`src/rtl/sw_pkg.sv`:
```
// sw_pkg: shared widths, record and rank-entry types for the SmithWaterman result collector.
// Width constants follow the core's CALC_BIT / MAX_T_NUM_BIT macros when those are defined.
`ifndef CALC_BIT
`define CALC_BIT 16
`endif
`ifndef MAX_T_NUM_BIT
`define MAX_T_NUM_BIT 8
`endif
package sw_pkg;
   localparam int SW_SCORE_W = `CALC_BIT;
   localparam int SW_TIDX_W  = `MAX_T_NUM_BIT;
   localparam int SW_QIDX_W  = 8;

   typedef struct packed {
      logic [SW_QIDX_W-1:0]  qidx;
      logic [SW_TIDX_W-1:0]  best_tidx;
      logic [SW_SCORE_W-1:0] best_score;
      logic [SW_TIDX_W-1:0]  second_tidx;
      logic [SW_SCORE_W-1:0] second_score;
      logic [SW_TIDX_W-1:0]  hits;
      logic [SW_TIDX_W-1:0]  ntargets;
   } sw_rec_t;

   typedef struct packed {
      logic [SW_SCORE_W-1:0] score;
      logic [SW_TIDX_W-1:0]  tidx;
      logic                  vld;
   } sw_rank_t;

   function automatic logic [SW_TIDX_W-1:0] sat_inc(input logic [SW_TIDX_W-1:0] v);
      return &v ? v : v + SW_TIDX_W'(1);
   endfunction
endpackage

```
`src/rtl/sw_rec_fifo.sv`:
```
// sw_rec_fifo: synchronous record FIFO; the caller decides when a push is legal.
module sw_rec_fifo #(
   parameter int DEPTH = 4,
   parameter int W     = 8,
   localparam int AW   = $clog2(DEPTH),
   localparam int CW   = AW + 1
) (
   input  logic          clk,
   input  logic          rst,
   input  logic          i_clr,
   input  logic          i_push,
   input  logic          i_pop,
   input  logic [W-1:0]  i_data,
   output logic [W-1:0]  o_data,
   output logic          o_full,
   output logic          o_empty,
   output logic [CW-1:0] o_count
);
   logic [W-1:0]  r_mem [DEPTH];
   logic [AW-1:0] r_wr, r_rd;
   logic [CW-1:0] r_cnt;

   assign o_full  = r_cnt == CW'(DEPTH);
   assign o_empty = r_cnt == '0;
   assign o_count = r_cnt;
   // Empty reads as zero so the record outputs idle at 0.
   assign o_data  = o_empty ? '0 : r_mem[r_rd];

   always_ff @(posedge clk)
      if (i_push) r_mem[r_wr] <= i_data;

   always_ff @(posedge clk) begin
      if (rst || i_clr) begin
         r_wr  <= '0;
         r_rd  <= '0;
         r_cnt <= '0;
      end else begin
         if (i_push) r_wr <= r_wr + AW'(1);
         if (i_pop) r_rd <= r_rd + AW'(1);
         r_cnt <= r_cnt + CW'(i_push) - CW'(i_pop);
      end
   end
endmodule

```
`src/rtl/sw_result_collector.sv`:
```
// sw_result_collector: ranks per-target scores of each query and queues one summary record per query.
// Define SW_COLLECT_SECOND_EN to track the second-best target; otherwise its fields read 0.
module sw_result_collector
   import sw_pkg::*;
#(
   parameter int SCORE_W    = SW_SCORE_W,
   parameter int TIDX_W     = SW_TIDX_W,
   parameter int QIDX_W     = SW_QIDX_W,
   parameter int FIFO_DEPTH = 4
) (
   input  logic                         clk,
   input  logic                         rst,
   input  logic                         clear_i,
   input  logic                         valid_i,
   input  logic [SCORE_W-1:0]           result_i,
   input  logic                         change_q_i,
   input  logic [SCORE_W-1:0]           thresh_i,
   output logic                         rec_valid_o,
   input  logic                         rec_ready_i,
   output logic [QIDX_W-1:0]            rec_qidx_o,
   output logic [TIDX_W-1:0]            rec_best_tidx_o,
   output logic [SCORE_W-1:0]           rec_best_score_o,
   output logic [TIDX_W-1:0]            rec_second_tidx_o,
   output logic [SCORE_W-1:0]           rec_second_score_o,
   output logic [TIDX_W-1:0]            rec_hits_o,
   output logic [TIDX_W-1:0]            rec_ntargets_o,
   output logic                         overflow_o,
   output logic [$clog2(FIFO_DEPTH):0]  fifo_count_o
);
   typedef enum logic {S_IDLE, S_ACCUM} state_t;

`ifdef SW_COLLECT_SECOND_EN
   localparam int REC_W = $bits(sw_rec_t);
`else
   localparam int REC_W = $bits(sw_rec_t) - SW_TIDX_W - SW_SCORE_W;
`endif

   state_t             r_state, w_state_n;
   logic [TIDX_W-1:0]  r_tcnt, r_hits, w_tcnt_n, w_hits_n;
   logic [QIDX_W-1:0]  r_qcnt;
   logic               r_ovf;
   sw_rank_t           r_best, w_best_n, w_new;
   logic               w_beat_best, w_last, w_push, w_pop, w_full, w_empty;
   logic [REC_W-1:0]   w_fifo_in, w_fifo_out;
   sw_rec_t            w_rec_out;

   always_comb begin
      w_state_n = r_state;
      if (clear_i) w_state_n = S_IDLE;
      else if (valid_i) w_state_n = change_q_i ? S_IDLE : S_ACCUM;
   end

   always_ff @(posedge clk)
      r_state <= rst ? S_IDLE : w_state_n;

   // Strict compare: an equal later score never displaces an earlier one.
   assign w_new       = '{score: result_i, tidx: r_tcnt, vld: 1'b1};
   assign w_beat_best = !r_best.vld || result_i > r_best.score;
   assign w_best_n    = w_beat_best ? w_new : r_best;
   assign w_hits_n    = result_i >= thresh_i ? sat_inc(r_hits) : r_hits;
   assign w_tcnt_n    = sat_inc(r_tcnt);
   assign w_last      = valid_i && change_q_i && !clear_i;
   assign w_pop       = rec_valid_o && rec_ready_i;
   assign w_push      = w_last && (!w_full || w_pop);

   always_ff @(posedge clk) begin
      if (rst || clear_i) begin
         r_tcnt <= '0;
         r_hits <= '0;
         r_best <= '0;
         r_qcnt <= '0;
         r_ovf  <= 1'b0;
      end else if (w_last) begin
         r_tcnt <= '0;
         r_hits <= '0;
         r_best <= '0;
         r_qcnt <= r_qcnt + QIDX_W'(1);
         r_ovf  <= r_ovf | !w_push;
      end else if (valid_i) begin
         r_tcnt <= w_tcnt_n;
         r_hits <= w_hits_n;
         r_best <= w_best_n;
      end
   end

`ifdef SW_COLLECT_SECOND_EN
   sw_rank_t r_second, w_second_n;

   assign w_second_n = w_beat_best ? r_best :
                       (!r_second.vld || result_i > r_second.score) ? w_new : r_second;

   always_ff @(posedge clk) begin
      if (rst || clear_i || w_last) r_second <= '0;
      else if (valid_i) r_second <= w_second_n;
   end

   assign w_fifo_in = {r_qcnt, w_best_n.tidx, w_best_n.score, w_second_n.tidx, w_second_n.score,
                       w_hits_n, w_tcnt_n};
   assign w_rec_out = w_fifo_out;
`else
   assign w_fifo_in = {r_qcnt, w_best_n.tidx, w_best_n.score, w_hits_n, w_tcnt_n};
   assign w_rec_out = {w_fifo_out[REC_W-1:2*SW_TIDX_W], {(SW_TIDX_W+SW_SCORE_W){1'b0}},
                       w_fifo_out[2*SW_TIDX_W-1:0]};
`endif

   sw_rec_fifo #(.DEPTH(FIFO_DEPTH), .W(REC_W)) u_fifo (
      .clk     (clk),
      .rst     (rst),
      .i_clr   (clear_i),
      .i_push  (w_push),
      .i_pop   (w_pop),
      .i_data  (w_fifo_in),
      .o_data  (w_fifo_out),
      .o_full  (w_full),
      .o_empty (w_empty),
      .o_count (fifo_count_o)
   );

   assign rec_valid_o        = !w_empty;
   assign overflow_o         = r_ovf;
   assign rec_qidx_o         = w_rec_out.qidx;
   assign rec_best_tidx_o    = w_rec_out.best_tidx;
   assign rec_best_score_o   = w_rec_out.best_score;
   assign rec_second_tidx_o  = w_rec_out.second_tidx;
   assign rec_second_score_o = w_rec_out.second_score;
   assign rec_hits_o         = w_rec_out.hits;
   assign rec_ntargets_o     = w_rec_out.ntargets;
endmodule
```
`config.mk`:
```
export PLATFORM = sky130hd
export DESIGN_NAME = sw_result_collector
export DESIGN_NICKNAME = d
export VERILOG_FILES = /design/src/rtl/sw_pkg.sv /design/src/rtl/sw_rec_fifo.sv /design/src/rtl/sw_result_collector.sv
export SDC_FILE = /design/constraint.sdc
export NUM_CORES = 1
export LEC_CHECK = 0
export ABC_AREA = 1
export BUFFER_PORTS_ARGS = -buffer_cell sky130_fd_sc_hd__buf_2
export CORE_MARGIN = 4
export CORE_UTILIZATION = 31
export CTS_CLUSTER_DIAMETER = 120
export DETAILED_ROUTE_END_ITERATION = 16
export HOLD_SLACK_MARGIN = 0.15
export PLACE_DENSITY_LB_ADDON = 0.12
export RECOVER_POWER = 50
export SLEW_MARGIN = 20
export SYNTH_ARGS = -nofsm -noshare
export SYNTH_HDL_FRONTEND = slang
export SYNTH_SLANG_ARGS = --single-unit
export TNS_END_PERCENT = 20
```
`constraint.sdc`:
```
create_clock -name clk -period 3.83 [get_ports clk]
set_input_delay 0.1915 -clock clk [delete_from_list [all_inputs] [get_ports clk]]
set_output_delay 0.1915 -clock clk [all_outputs]
set_load 0.02 [all_outputs]
```
Word level (Yosys, flattened, before mapping):

Memory sizes are Yosys's and may differ from the RTL's. A register that Yosys moved wholly into a read port is not among the register bits.
Cells that the tools add are included.

* bits in registers: 57
* memory bits (writable): 192
* bits of input ports: 38
* output and inout bits: 77
* word-level logic and storage cells: 48
* memories kept: 1

Memory list
* u_fifo.r_mem: depth 4, bits a word 48, rd ports 1, clocked after Yosys merged registers in 1, write ports 1, RTL line sw_rec_fifo.sv:19 `logic [W-1:0] r_mem [DEPTH];`

* add/sub/neg operators: 7
* $lt $le $gt $ge: 2
* eq/ne operators: 1
* muxes and demuxes: 9
* bitwise logic cells: 1
* reduce and logical (&&, ||, !) cells: 17

Operators by type and width (count)
* two-way mux 48 bit: 1
* two-way mux 25 bit: 1
* adder 8 x 1 -> 8 bit, second input constant: 3
* two-way mux 8 bit: 3
* >= comparator 16 bit: 1
* > comparator 16 bit: 1
* AND reduction 8 bit: 2
* logical NOT 1 bit: 5
* adder 2 x 1 -> 2 bit, second input constant: 2
* logical AND 1 bit: 4
* two-way mux 2 bit: 2
* adder 3 x 1 -> 3 bit: 1
* equality test 3 bit, second input constant: 1
* logical NOT 3 bit: 1
* logical OR 1 bit: 3
* subtractor 3 x 1 -> 3 bit: 1
* two-way mux 1 bit: 2
* AND reduction 2 bit: 1
* OR reduction 2 bit: 1
* bitwise OR 1 bit: 1

Logic depth before layout (Yosys ltp):

Gate-level depths: netlist of run 1.

* depth after elaboration: 7
* gate-level depth with buffers: 18
* mapped depth without buffers: 17

Cells and area by module:

From an unflattened synthesis of run 1, not the netlist that was laid out.

* cells, all modules: 1421
* area total of the unflattened synthesis: 12509.5 µm²

Modules (own cells, without submodules)
* sw_rec_fifo: times used 1, cells an instance 815, area an instance 8648.3 µm², sequential area each 5945.7 µm²
* sw_result_collector: times used 1, cells an instance 606, area an instance 3861.2 µm², sequential area each 1001.0 µm²

Worst setup path after synthesis of run 1:

Ideal clock, no wire load.

* path kind: reg-to-reg
* from: register u_fifo.r_cnt[1], in the netlist u_fifo.o_count[1]
* to: memory u_fifo.r_mem[0][0] (netlist name), enable pin
* library setup time: 0.454 ns
* arrival: 3.013 ns
* data required time: 3.376 ns
* path slack: 0.363 ns
* cell stages (with the launch flop): 5
* buffers on the path: 0
* clock period less this slack: 3.467 ns
* cell sequence: dfxtp_1 > nor2_1 > a31oi_1 > inv_1 > nor2_1

* longest elaborated chain between the ends: 7

RTL lines
* start, declared: RTL line sw_rec_fifo.sv:21 `logic [CW-1:0] r_cnt;`
* start signal, assigned: RTL line sw_rec_fifo.sv:40 `r_cnt <= r_cnt + CW'(i_push) - CW'(i_pop);`
* logical NOT 3 bit: RTL line sw_rec_fifo.sv:24 `assign o_empty = r_cnt == '0;`
* logical NOT 1 bit: RTL line sw_result_collector.sv:119 `assign rec_valid_o = !w_empty;`
* logical AND 1 bit: RTL line sw_result_collector.sv:63 `assign w_pop = rec_valid_o && rec_ready_i;`
* logical OR 1 bit *: RTL line sw_result_collector.sv:64 `assign w_push = w_last && (!w_full || w_pop);`
* logical AND 1 bit *: RTL line sw_result_collector.sv:64
* two-way mux 1 bit *: RTL line sw_rec_fifo.sv:30 `if (i_push) r_mem[r_wr] <= i_data;`
* two-way mux 1 bit (implied by the code) *: RTL line sw_rec_fifo.sv:30
* end, declared: RTL line sw_rec_fifo.sv:19

Every way passes the cells marked *; elsewhere a longest branch is shown, timed or not.

Worst setup path after layout of run 1:

* from: register u_fifo.r_cnt[1], in the netlist u_fifo.o_count[1]
* to: output port rec_best_score_o[11]

* longest elaborated chain between the ends: 2

RTL lines
* logical NOT 3 bit: RTL line sw_rec_fifo.sv:24
* two-way mux 48 bit: RTL line sw_rec_fifo.sv:27 `assign o_data = o_empty ? '0 : r_mem[r_rd];`
* end, declared: RTL line sw_result_collector.sv:22 `output logic [SCORE_W-1:0] rec_best_score_o,`

No other way between the ends.

==> impl_metrics.py, run 1 <==
metrics = {
    "run_status": {
        "status": "finished, violations left",
        "violations": "max-capacitance violations, max-slew violations",
    },
    "power": {
        "power.leakage_nw": 5.65,
        "power.switching_mw": 1.45,
        "peakVddDrop_v": 0.000347,
        "p_per_area_mw_per_mm2": 458,
        "seq_power_share_pct": 47.5,
        "pwr-share-comb_pct": 7.6,
        "p_int_mw": 4.83,
        "p_clk_share_pct": 44.9,
        "switching_share_pct": 23.1,
    },
    "sta": {
        "period_share_pct": 83.1,
        "hold_viol": 0,
        "fin_tns_setup_ns": 0,
        "min_period_ns": 3.18,
        "max_slew_margin_pct": -57.1,
        "fmax_mhz": 314,
        "maxSlewViolCount": 42,
        "setup_viol_count_final": 0,
        "fin_skew_ns": 0.0185,
        "worstMarginPinSlew_ns": 2.36,
        "rsz0062_at_grt": "no",
    },
    "die": {
        "fp.dieArea_mm2": 0.0407,
        "start_util_pct": 31.6,
        "fp.dieW_um": 202,
        "coreArea_mm2": 0.0368,
        "ioPinCount": 115,
        "fp.dieH_um": 202,
        "num_rows": 70,
    },
    "setup_path": {
        "crit_type": "flop to output pin",
        "worstPathMaxFanout": 48,
        "rrSetupSlack_ns": 0.79,
        "crit_path_start_kind": "flop",
        "worstPathRequired_ns": 3.64,
        "cp.arrival_ns": 2.99,
        "endpoint_kind": "output pin",
    },
    "final_layout": {
        "area.sequential_mm2": 0.00695,
        "final_cell_mix": "nor2_1 (246), edfxtp_1 (192), nand2_1 (151)",
        "final_common_cell": "nor2_1",
        "postLayoutCellArea_mm2": 0.0137,
        "stdcell_count": 1821,
        "diodes": 0,
        "multiInputGateArea_mm2": 0.00389,
        "fin_nets": 1410,
        "area_delta_synth_final_pct": 17.8,
        "fill_cells": 3719,
        "drive_gt1_share_pct": 11.0,
    },
    "synth": {
        "yosys_most_used_dff": "edfxtp_1",
        "synth_seq_cells": 251,
        "ys_seq_area_share_pct": 59.8,
        "yosysWarningCount": 0,
        "yosys.area.top_type_share_pct": 49.6,
        "netlist_top_cells_area": "edfxtp_1 (50%), dfxtp_1 (10%), nor2_1 (8.0%)",
        "ys_async_sr_fraction_pct": 0,
        "syn_inst": 1227,
        "synthDistinctLibCells": 37,
        "synth-edff-count": 192,
        "yosys.area.top_type": "edfxtp_1",
        "netlist_area_mm2": 0.0116,
        "avgSynthCellArea_um2": 9.47,
    },
    "job": {
        "drv_cap": 1,
    },
    "cts": {
        "cts_sinks": 251,
        "post_cts_resized": 0,
        "cts-htree-levels": 1,
        "post_cts_buffers": 0,
        "cts_buffer_depth": 3,
        "holdBufCountCts": 26,
        "numCtsBuffers": 28,
        "cts_tree": "built",
        "cts_root_buf": "clkbuf_16",
        "clk_pin_slew_ns": 0.06,
        "clkLatencyLatePin_ns": 0.55,
    },
    "global_route": {
        "grtUsageMet2_pct": 24.0,
        "grt_pass1_vias": 8464,
        "globalRouteOverflowTotal": 0,
        "use_met3_pct": 1.77,
        "grt.busiest_layer": "met2",
        "grt_pass1_wl_mm": 48.4,
        "antenna_found_initial": 1,
        "grt_util_met1_pct": 21.4,
        "track_usage_pct": 14.8,
        "grt_max_degree": 79,
    },
    "detailed_routing": {
        "vias_per_cell": 4.65,
        "drcViolationCount": 0,
        "totalWireLength_mm": 30.6,
        "first_pass_iters": 4,
        "ant_nets": 0,
        "drtIter0Drc": 463,
        "detail_route.wl_per_cell_um": 16.8,
        "dr_total_vias": 8462,
    },
    "placed_design": {
        "portBuffers": 90,
        "placed_area_mm2": 0.0125,
        "hpwl_mm": 18.2,
        "gp_congestion": 0.751,
        "dp.cells": 1743,
    },
    "hold_path": {
        "hp-class": "flop to flop",
    },
}
layer usage:
metal / share of wire [%] / vias up
li1: - / 4283
met1: 50 / 3984
met2: 45 / 155
met3: 3.6 / 40
met4: 1.8 / 0
met5: 0 / -
cell type report:
class | instances | share of cell area (%)
inverters | 120 | 3.30
multi-input cells | 799 | 28.4
well taps | 468 | 4.28
flip-flops and latches | 251 | 50.8
clock buffers | 34 | 5.43
clock inverters | 18 | 1.73
repair buffers | 131 | 6.10
power by group through the flow:
stage	clock [mW]	combinational [mW]	sequential [mW]
6_report	2.82	0.476	2.98
3_5_place_dp	0	0.464	3.04
2_1_floorplan	0	0.319	3.04
5_1_grt	3.02	0.540	2.98
4_1_cts	2.91	0.485	2.98
3_3_place_gp	0	0.461	3.04
Yosys cell counts, types with 2 or more instances:
cell type and n:
clkbuf_1 35, edfxtp_1 192, nor3_2 2, nor2_2 4
buf_2 9, nor3_1 6, nand2_2 3, nand2_1 148
dfxtp_1 59, a211oi_1 2, inv_1 118, a31oi_1 2
nand3_1 82, nand4_1 4, buf_1 8, a21oi_1 98
ha_1 40, buf_6 2, xor2_1 4, buf_4 26
o21ai_0 117, o21a_1 2, o21ai_1 2, nor2_1 248
nand3_2 2
path summary, 6_finish.rpt:
check / from / endpoint / cells after the start
setup / recovery: u_fifo.o_count[1] / rec_best_score_o[11] / 6
hold / removal: u_fifo.r_rd[1] / flop / 2
setup reg to reg: r_best[12] / u_fifo.r_mem[2][30] / 12
hold reg to reg: u_fifo.r_rd[1] / flop / 2
registers in the layout, summed over array words and instances (netlist names), 2 cells and up, named ones only:
name and flops:
r_qcnt 8, r_hits 8, u_fifo.r_wr 2, u_fifo.o_count 3
u_fifo.r_mem 192, r_tcnt 8, u_fifo.r_rd 2, r_best 25
worst max-delay path: stages, from the launching register on:
cell	delay, ns
dfxtp_1	0.42
nor2_1	0.09
nand2_1	0.09
clkinv_1	0.08
clkbuf_2	0.76
a21oi_1	0.72
buf_2	0.27
stage by stage:
stage	hold slack, ns	setup WS, ns	util, %	power [mW]
6_report	0.472	0.647	37.2	6.28
3_5_place_dp	0.453	1.45	34.0	3.50
4_1_cts	0.471	0.942	37.4	6.37
2_1_floorplan	0.401	0.363	-	3.36
3_3_place_gp	0.444	1.50	34.0	3.50
5_1_grt	0.493	0.432	37.2	6.54
cell families (layout without fill, tap and decap cells):
| group | count (synthesis) | after routing | synth area share [%] |
|---|---|---|---|
| compound gates | 225 | 225 | 9.84 |
| fa+ha+maj | 41 | 41 | 4.48 |
| buf+inv | 200 | 303 | 7.52 |
| other cells | 1 | 24 | 0.0323 |
| flops | 251 | 251 | 59.8 |
| xor+xnor | 6 | 6 | 0.517 |
| simple gates | 503 | 503 | 17.8 |
No activity file was read; power rests on OpenSTA's default activity.
==> run 2: changes to the inputs <==
Clock period 3.83 ns to 2.8 ns, I/O delays scaled along.
==> run 2 against run 1 <==
  * The flow now finishes without violations
  * Cell area grew 0.30%
  * Combinational power grew 36%
  * Critical path depth is the same
  * Via count grew 0.57%
  * Flip-flop and latch count is the same
  * Power grew 35%
  * Die area is the same
  * Register-to-register slack lost 0.40 ns
  * Worst setup slack lost 0.40 ns
  * Clock-buffer cell count grew 3
  * First-iteration DRC count shrank 6.3%
  * Critical path type unchanged
  * Largest cell class unchanged
  * Highest routed layer unchanged
==> impl_metrics.py, run 2 (synthesized netlist as in run 1, its figures left out) <==
metrics = {
    "final_layout": {
        "drive_gt1_share_pct": 12.1,
        "largestRegisters": "u_fifo.r_mem: 192 flops, r_best: 25 flops",
        "largest_register_ff_count": 192,
        "multiInputGateArea_mm2": 0.00389,
        "final_common_cell": "nor2_1",
        "fin_nets": 1418,
        "diodes": 0,
        "final_cell_mix": "nor2_1 (246), edfxtp_1 (192), nand2_1 (150)",
        "stdcell_count": 1829,
        "regMostFlops": "u_fifo.r_mem",
        "area.sequential_mm2": 0.00695,
        "area_delta_synth_final_pct": 18.2,
        "fill_cells": 3729,
        "postLayoutCellArea_mm2": 0.0137,
    },
    "detailed_routing": {
        "drtIter0Drc": 434,
        "dr_total_vias": 8510,
        "ant_nets": 0,
        "vias_per_cell": 4.65,
        "first_pass_iters": 5,
        "drcViolationCount": 0,
        "totalWireLength_mm": 30.9,
        "detail_route.wl_per_cell_um": 16.9,
    },
    "setup_path": {
        "crit_type": "flop to output pin",
        "cp.arrival_ns": 2.42,
        "worstPathRequired_ns": 2.66,
        "rrSetupSlack_ns": 0.39,
        "r2r-end": "u_fifo.r_mem[1][10]",
        "r2r-start": "u_fifo.o_count[1]",
        "endpoint_kind": "output pin",
        "worstPathMaxFanout": 28,
        "reg2reg_depth": 5,
        "crit_path_start_kind": "flop",
    },
    "die": {
        "fp.dieArea_mm2": 0.0407,
        "start_util_pct": 31.6,
        "ioPinCount": 115,
        "fp.dieH_um": 202,
        "num_rows": 70,
        "coreArea_mm2": 0.0368,
        "fp.dieW_um": 202,
    },
    "global_route": {
        "grt_pass1_vias": 8180,
        "grt_pass1_wl_mm": 48.0,
        "track_usage_pct": 14.8,
        "grt_max_degree": 49,
        "antenna_found_initial": 0,
        "globalRouteOverflowTotal": 0,
    },
    "sta": {
        "period_share_pct": 91.3,
        "setup_slack_ns": 0.244,
        "hold_viol": 0,
        "min_period_ns": 2.56,
        "setup_viol_count_final": 0,
        "worstMarginPinSlew_ns": 0.940,
        "rsz0062_at_grt": "no",
        "maxSlewViolCount": 0,
        "max_slew_margin_pct": 37.4,
        "fmax_mhz": 391,
        "fin_skew_ns": 0.00868,
        "fin_tns_setup_ns": 0,
    },
    "placed_design": {
        "gp_congestion": 0.765,
        "hpwl_mm": 18.8,
        "portBuffers": 90,
        "dp.cells": 1751,
        "placed_area_mm2": 0.0126,
        "place_ws_ns": 0.542,
    },
    "cts": {
        "cts_buffer_depth": 3,
        "cts_tree": "built",
        "post_cts_buffers": 0,
        "cts_sinks": 251,
        "clkLatencyLatePin_ns": 0.53,
        "cts_root_buf": "clkbuf_16",
        "cts-htree-levels": 1,
        "clk_pin_slew_ns": 0.06,
        "numCtsBuffers": 28,
    },
    "power": {
        "p_int_mw": 6.56,
        "switching_share_pct": 22.7,
        "power_mw": 8.48,
        "peakVddDrop_v": 0.000424,
        "p_per_area_mw_per_mm2": 617,
        "pwr-share-comb_pct": 7.7,
        "power.leakage_nw": 5.70,
        "seq_power_share_pct": 48.2,
        "p_clk_share_pct": 44.2,
        "power.switching_mw": 1.92,
    },
    "hold_path": {
        "hp-class": "flop to flop",
        "hp-start": "u_fifo.r_rd[1]",
        "min_delay_path_depth": 2,
    },
    "run_status": {
        "status": "finished clean",
    },
    "job": {
        "drv_cap": 0,
    },
}
[run 2: how the worst max path moves through the flow]
stage / start / to / slack (ns) / depth (start not counted)
final: flop / rec_best_score_o[9] / 0.24 / 6
after global routing: flop / rec_best_score_o[9] / 0.08 / 6
after CTS: flop / rec_best_score_o[9] / 0.20 / 6
after detailed placement: u_fifo.o_count[1] / u_fifo.o_count[2] / 0.54 / 12
after global placement: u_fifo.o_count[1] / u_fifo.o_count[2] / 0.59 / 12
after floorplan: u_fifo.o_count[1] / u_fifo.r_mem[0][0] / -0.67 / 4
[run 2: power by group through the flow]
stage	clock (mW)	sequential (mW)	combinational [mW]
floorplan	0	4.15	0.437
global placement	0	4.16	0.637
detailed placement	0	4.16	0.638
CTS	3.86	4.08	0.665
global route	4.02	4.09	0.735
finish	3.75	4.08	0.649
[run 2: critical path, stage by stage, from the launching register on]
cell     delay, ns
dfxtp_4       0.57
buf_4         0.38
nor2_1        0.09
nor2_1        0.09
o21ai_0       0.08
a21oi_1       0.40
buf_2         0.26
[run 2: area by class of cell]
type | instances | share of cell area (%)
Sequential cell | 251 | 50.6
Multi-Input combinational cell | 799 | 28.4
Timing Repair Buffer | 139 | 6.53
Clock buffer | 37 | 5.65
Tap cell | 468 | 4.26
Inverter | 120 | 3.28
Clock inverter | 15 | 1.29
[run 2: repair_timing]
item,4_1_cts,5_1_grt
resized for setup,0,0
hold endpoints to repair,94,0
hold buffers,26,0
[run 2: per-stage QoR]
step	hold WS (ns)	util (%)
after floorplan	0.349	-
after global placement	0.442	34.3
after detailed placement	0.450	34.3
after CTS	0.461	37.6
after global routing	0.501	37.3
final	0.460	37.3
[run 2: per-layer routing]
metal | global-route usage [%] | up-vias | wire length (µm) | share of wire (%)
li1 | - | 4295 | - | -
met3 | 1.66 | 29 | 945 | 3.1
met5 | 0 | - | 0 | 0
met2 | 24.5 | 138 | 14400 | 47
met1 | 21.2 | 4048 | 15100 | 49
met4 | 2.86 | 0 | 399 | 1.3
==> run 3: changes to the inputs <==
Settings changed: CTS_BUF_LIST set to sky130_fd_sc_hd__clkbuf_8.
==> run 3 against run 2 <==
  * Cell area down 1.2%
  * Worst setup slack got worse by 0.098 ns
  * Via count increased by 1.0%
  * Sequential power about the same
  * Clock-buffer cell count rose by 12
  * Cell count is 1.6% higher
  * Flip-flop and latch count unchanged
  * Register-to-register slack is essentially flat
  * Critical path depth unchanged
  * Power shrank 7.7%
  * Utilization down 0.44 points
  * Largest cell class unchanged
==> impl_metrics.py, run 3 (synthesized netlist as in run 1, its figures left out) <==
metrics = {
    "detailed_routing": {
        "totalWireLength_mm": 31.3,
        "drtIter0Drc": 402,
        "ant_nets": 0,
        "dr_total_vias": 8599,
        "first_pass_iters": 4,
        "drcViolationCount": 0,
        "detail_route.wl_per_cell_um": 16.9,
        "vias_per_cell": 4.63,
    },
    "sta": {
        "fin_skew_ns": 0.0323,
        "fmax_mhz": 377,
        "max_slew_margin_pct": 38.0,
        "period_share_pct": 94.8,
        "fin_tns_setup_ns": 0,
        "min_period_ns": 2.65,
        "setup_slack_ns": 0.145,
        "hold_viol": 0,
        "setup_viol_count_final": 0,
        "maxSlewViolCount": 0,
        "worstMarginPinSlew_ns": 0.930,
        "rsz0062_at_grt": "no",
    },
    "setup_path": {
        "r2r-end": "u_fifo.r_mem[1][30]",
        "reg2reg_depth": 5,
        "crit_type": "flop to output pin",
        "crit_path_frequent_cell": "nor2_1",
        "critical-path-slowest-cell": "dfxtp_4",
        "r2r-start": "u_fifo.o_count[1]",
        "rrSetupSlack_ns": 0.40,
        "slowest_delay_ns": 0.58,
        "worstPathRequired_ns": 2.66,
        "worstPathMaxFanout": 28,
        "crit_path_start_kind": "flop",
        "cp.arrival_ns": 2.51,
        "path_cells": "buf_4 -> nor2_1 -> nor2_1 -> o21ai_0 -> a21oi_1 -> buf_2",
        "endpoint_kind": "output pin",
    },
    "cts": {
        "clkLatencyLatePin_ns": 0.57,
        "cts_sinks": 251,
        "cts_root_buf": "clkbuf_8",
        "cts_tree": "built",
        "post_cts_buffers": 0,
        "post_cts_resized": 0,
        "cts-htree-levels": 2,
        "holdBufCountCts": 24,
        "clk_pin_slew_ns": 0.06,
        "cts_buffer_depth": 3,
        "numCtsBuffers": 44,
    },
    "global_route": {
        "grt_max_degree": 49,
        "globalRouteOverflowTotal": 0,
        "grt_pass1_wl_mm": 48.3,
        "grt_pass1_vias": 8310,
        "track_usage_pct": 15.1,
        "antenna_found_initial": 1,
    },
    "final_layout": {
        "finish.utilization_pct": 36.9,
        "fin_nets": 1432,
        "fill_cells": 3761,
        "largest_register_ff_count": 192,
        "area.sequential_mm2": 0.00695,
        "area_delta_synth_final_pct": 16.8,
        "drive_gt1_share_pct": 12.6,
        "final_common_cell": "nor2_1",
        "postLayoutCellArea_mm2": 0.0136,
        "regMostFlops": "u_fifo.r_mem",
        "final_cell_mix": "nor2_1 (246), edfxtp_1 (192), nand2_1 (150)",
        "largestRegisters": "u_fifo.r_mem: 192 flops, r_best: 25 flops",
        "multiInputGateArea_mm2": 0.00389,
    },
    "power": {
        "p_per_area_mw_per_mm2": 576,
        "peakVddDrop_v": 0.000234,
        "power_mw": 7.82,
        "power.leakage_nw": 5.71,
    },
    "die": {
        "num_rows": 70,
        "fp.dieW_um": 202,
        "fp.dieArea_mm2": 0.0407,
        "coreArea_mm2": 0.0368,
        "start_util_pct": 31.6,
        "fp.dieH_um": 202,
        "ioPinCount": 115,
    },
    "placed_design": {
        "hpwl_mm": 18.8,
        "portBuffers": 90,
        "placed_area_mm2": 0.0126,
        "gp_congestion": 0.765,
        "place_ws_ns": 0.542,
    },
    "hold_path": {
        "hp-start": "u_fifo.r_rd[1]",
        "hp-class": "flop to flop",
        "min_delay_path_depth": 2,
    },
    "run_status": {
        "status": "finished clean",
    },
    "job": {
        "drv_cap": 0,
    },
}
## run 3: cell count changes in the layout (fill, tap and decap cells not counted), moves of 3 or more
cell       previous run  this run
clkinv_1              4         9
clkbuf_16            29         0
bufinv_16             4         0
clkinv_2              7         4
clkbuf_1             13         8
inv_1               117       137
clkbuf_8              2        49
## run 3: critical path, delay by kind of cell, from the launching register on
family,cells,cell delay (ns)
AO/OA/AOI/OAI,2,0.55
buffers and inverters,2,0.65
AND/OR/NAND/NOR,2,0.18
flip-flops,1,0.58
## run 3: routing by layer
metal	share of wire, %	GRT usage (%)
met2	46	24.4
met1	48	21.0
met4	1.6	4.13
met3	4.0	2.55
met5	0.022	0
## run 3: how the worst max path moves through the flow
stage	from	to	slack, ns	depth (start not counted)
after floorplan	u_fifo.o_count[1]	u_fifo.r_mem[0][0]	-0.67	4
after global placement	u_fifo.o_count[1]	u_fifo.o_count[2]	0.59	12
after detailed placement	u_fifo.o_count[1]	u_fifo.o_count[2]	0.54	12
after CTS	flop	rec_best_score_o[9]	0.16	6
after global routing	flop	rec_best_score_o[9]	0.03	6
final	flop	rec_best_score_o[9]	0.15	6
## run 3: per-stage QoR
step,instances,hold WS [ns]
3_3_place_gp,1751,0.442
2_1_floorplan,1250,0.349
4_1_cts,1857,0.461
3_5_place_dp,1751,0.450
5_1_grt,1857,0.501
6_report,1858,0.466
## run 3: final cells by class
| cell class | count | area share (%) |
|---|---|---|
| diodes | 1 | 0.0184 |
| clock buffers | 49 | 4.97 |
| clock inverters | 33 | 1.00 |
| inverters | 120 | 3.32 |
| multi-input cells | 799 | 28.7 |
| flip-flops and latches | 251 | 51.2 |
| well taps | 468 | 4.31 |
| repair buffers | 137 | 6.45 |
## run 3: power by group
group          total, mW  internal (mW)  leakage, nW  switching, mW
registers           4.08           4.05         2.28         0.0315
logic              0.648          0.195         2.94          0.452
clock network       3.09           1.60        0.486           1.49
total               7.82           5.85         5.71           1.97
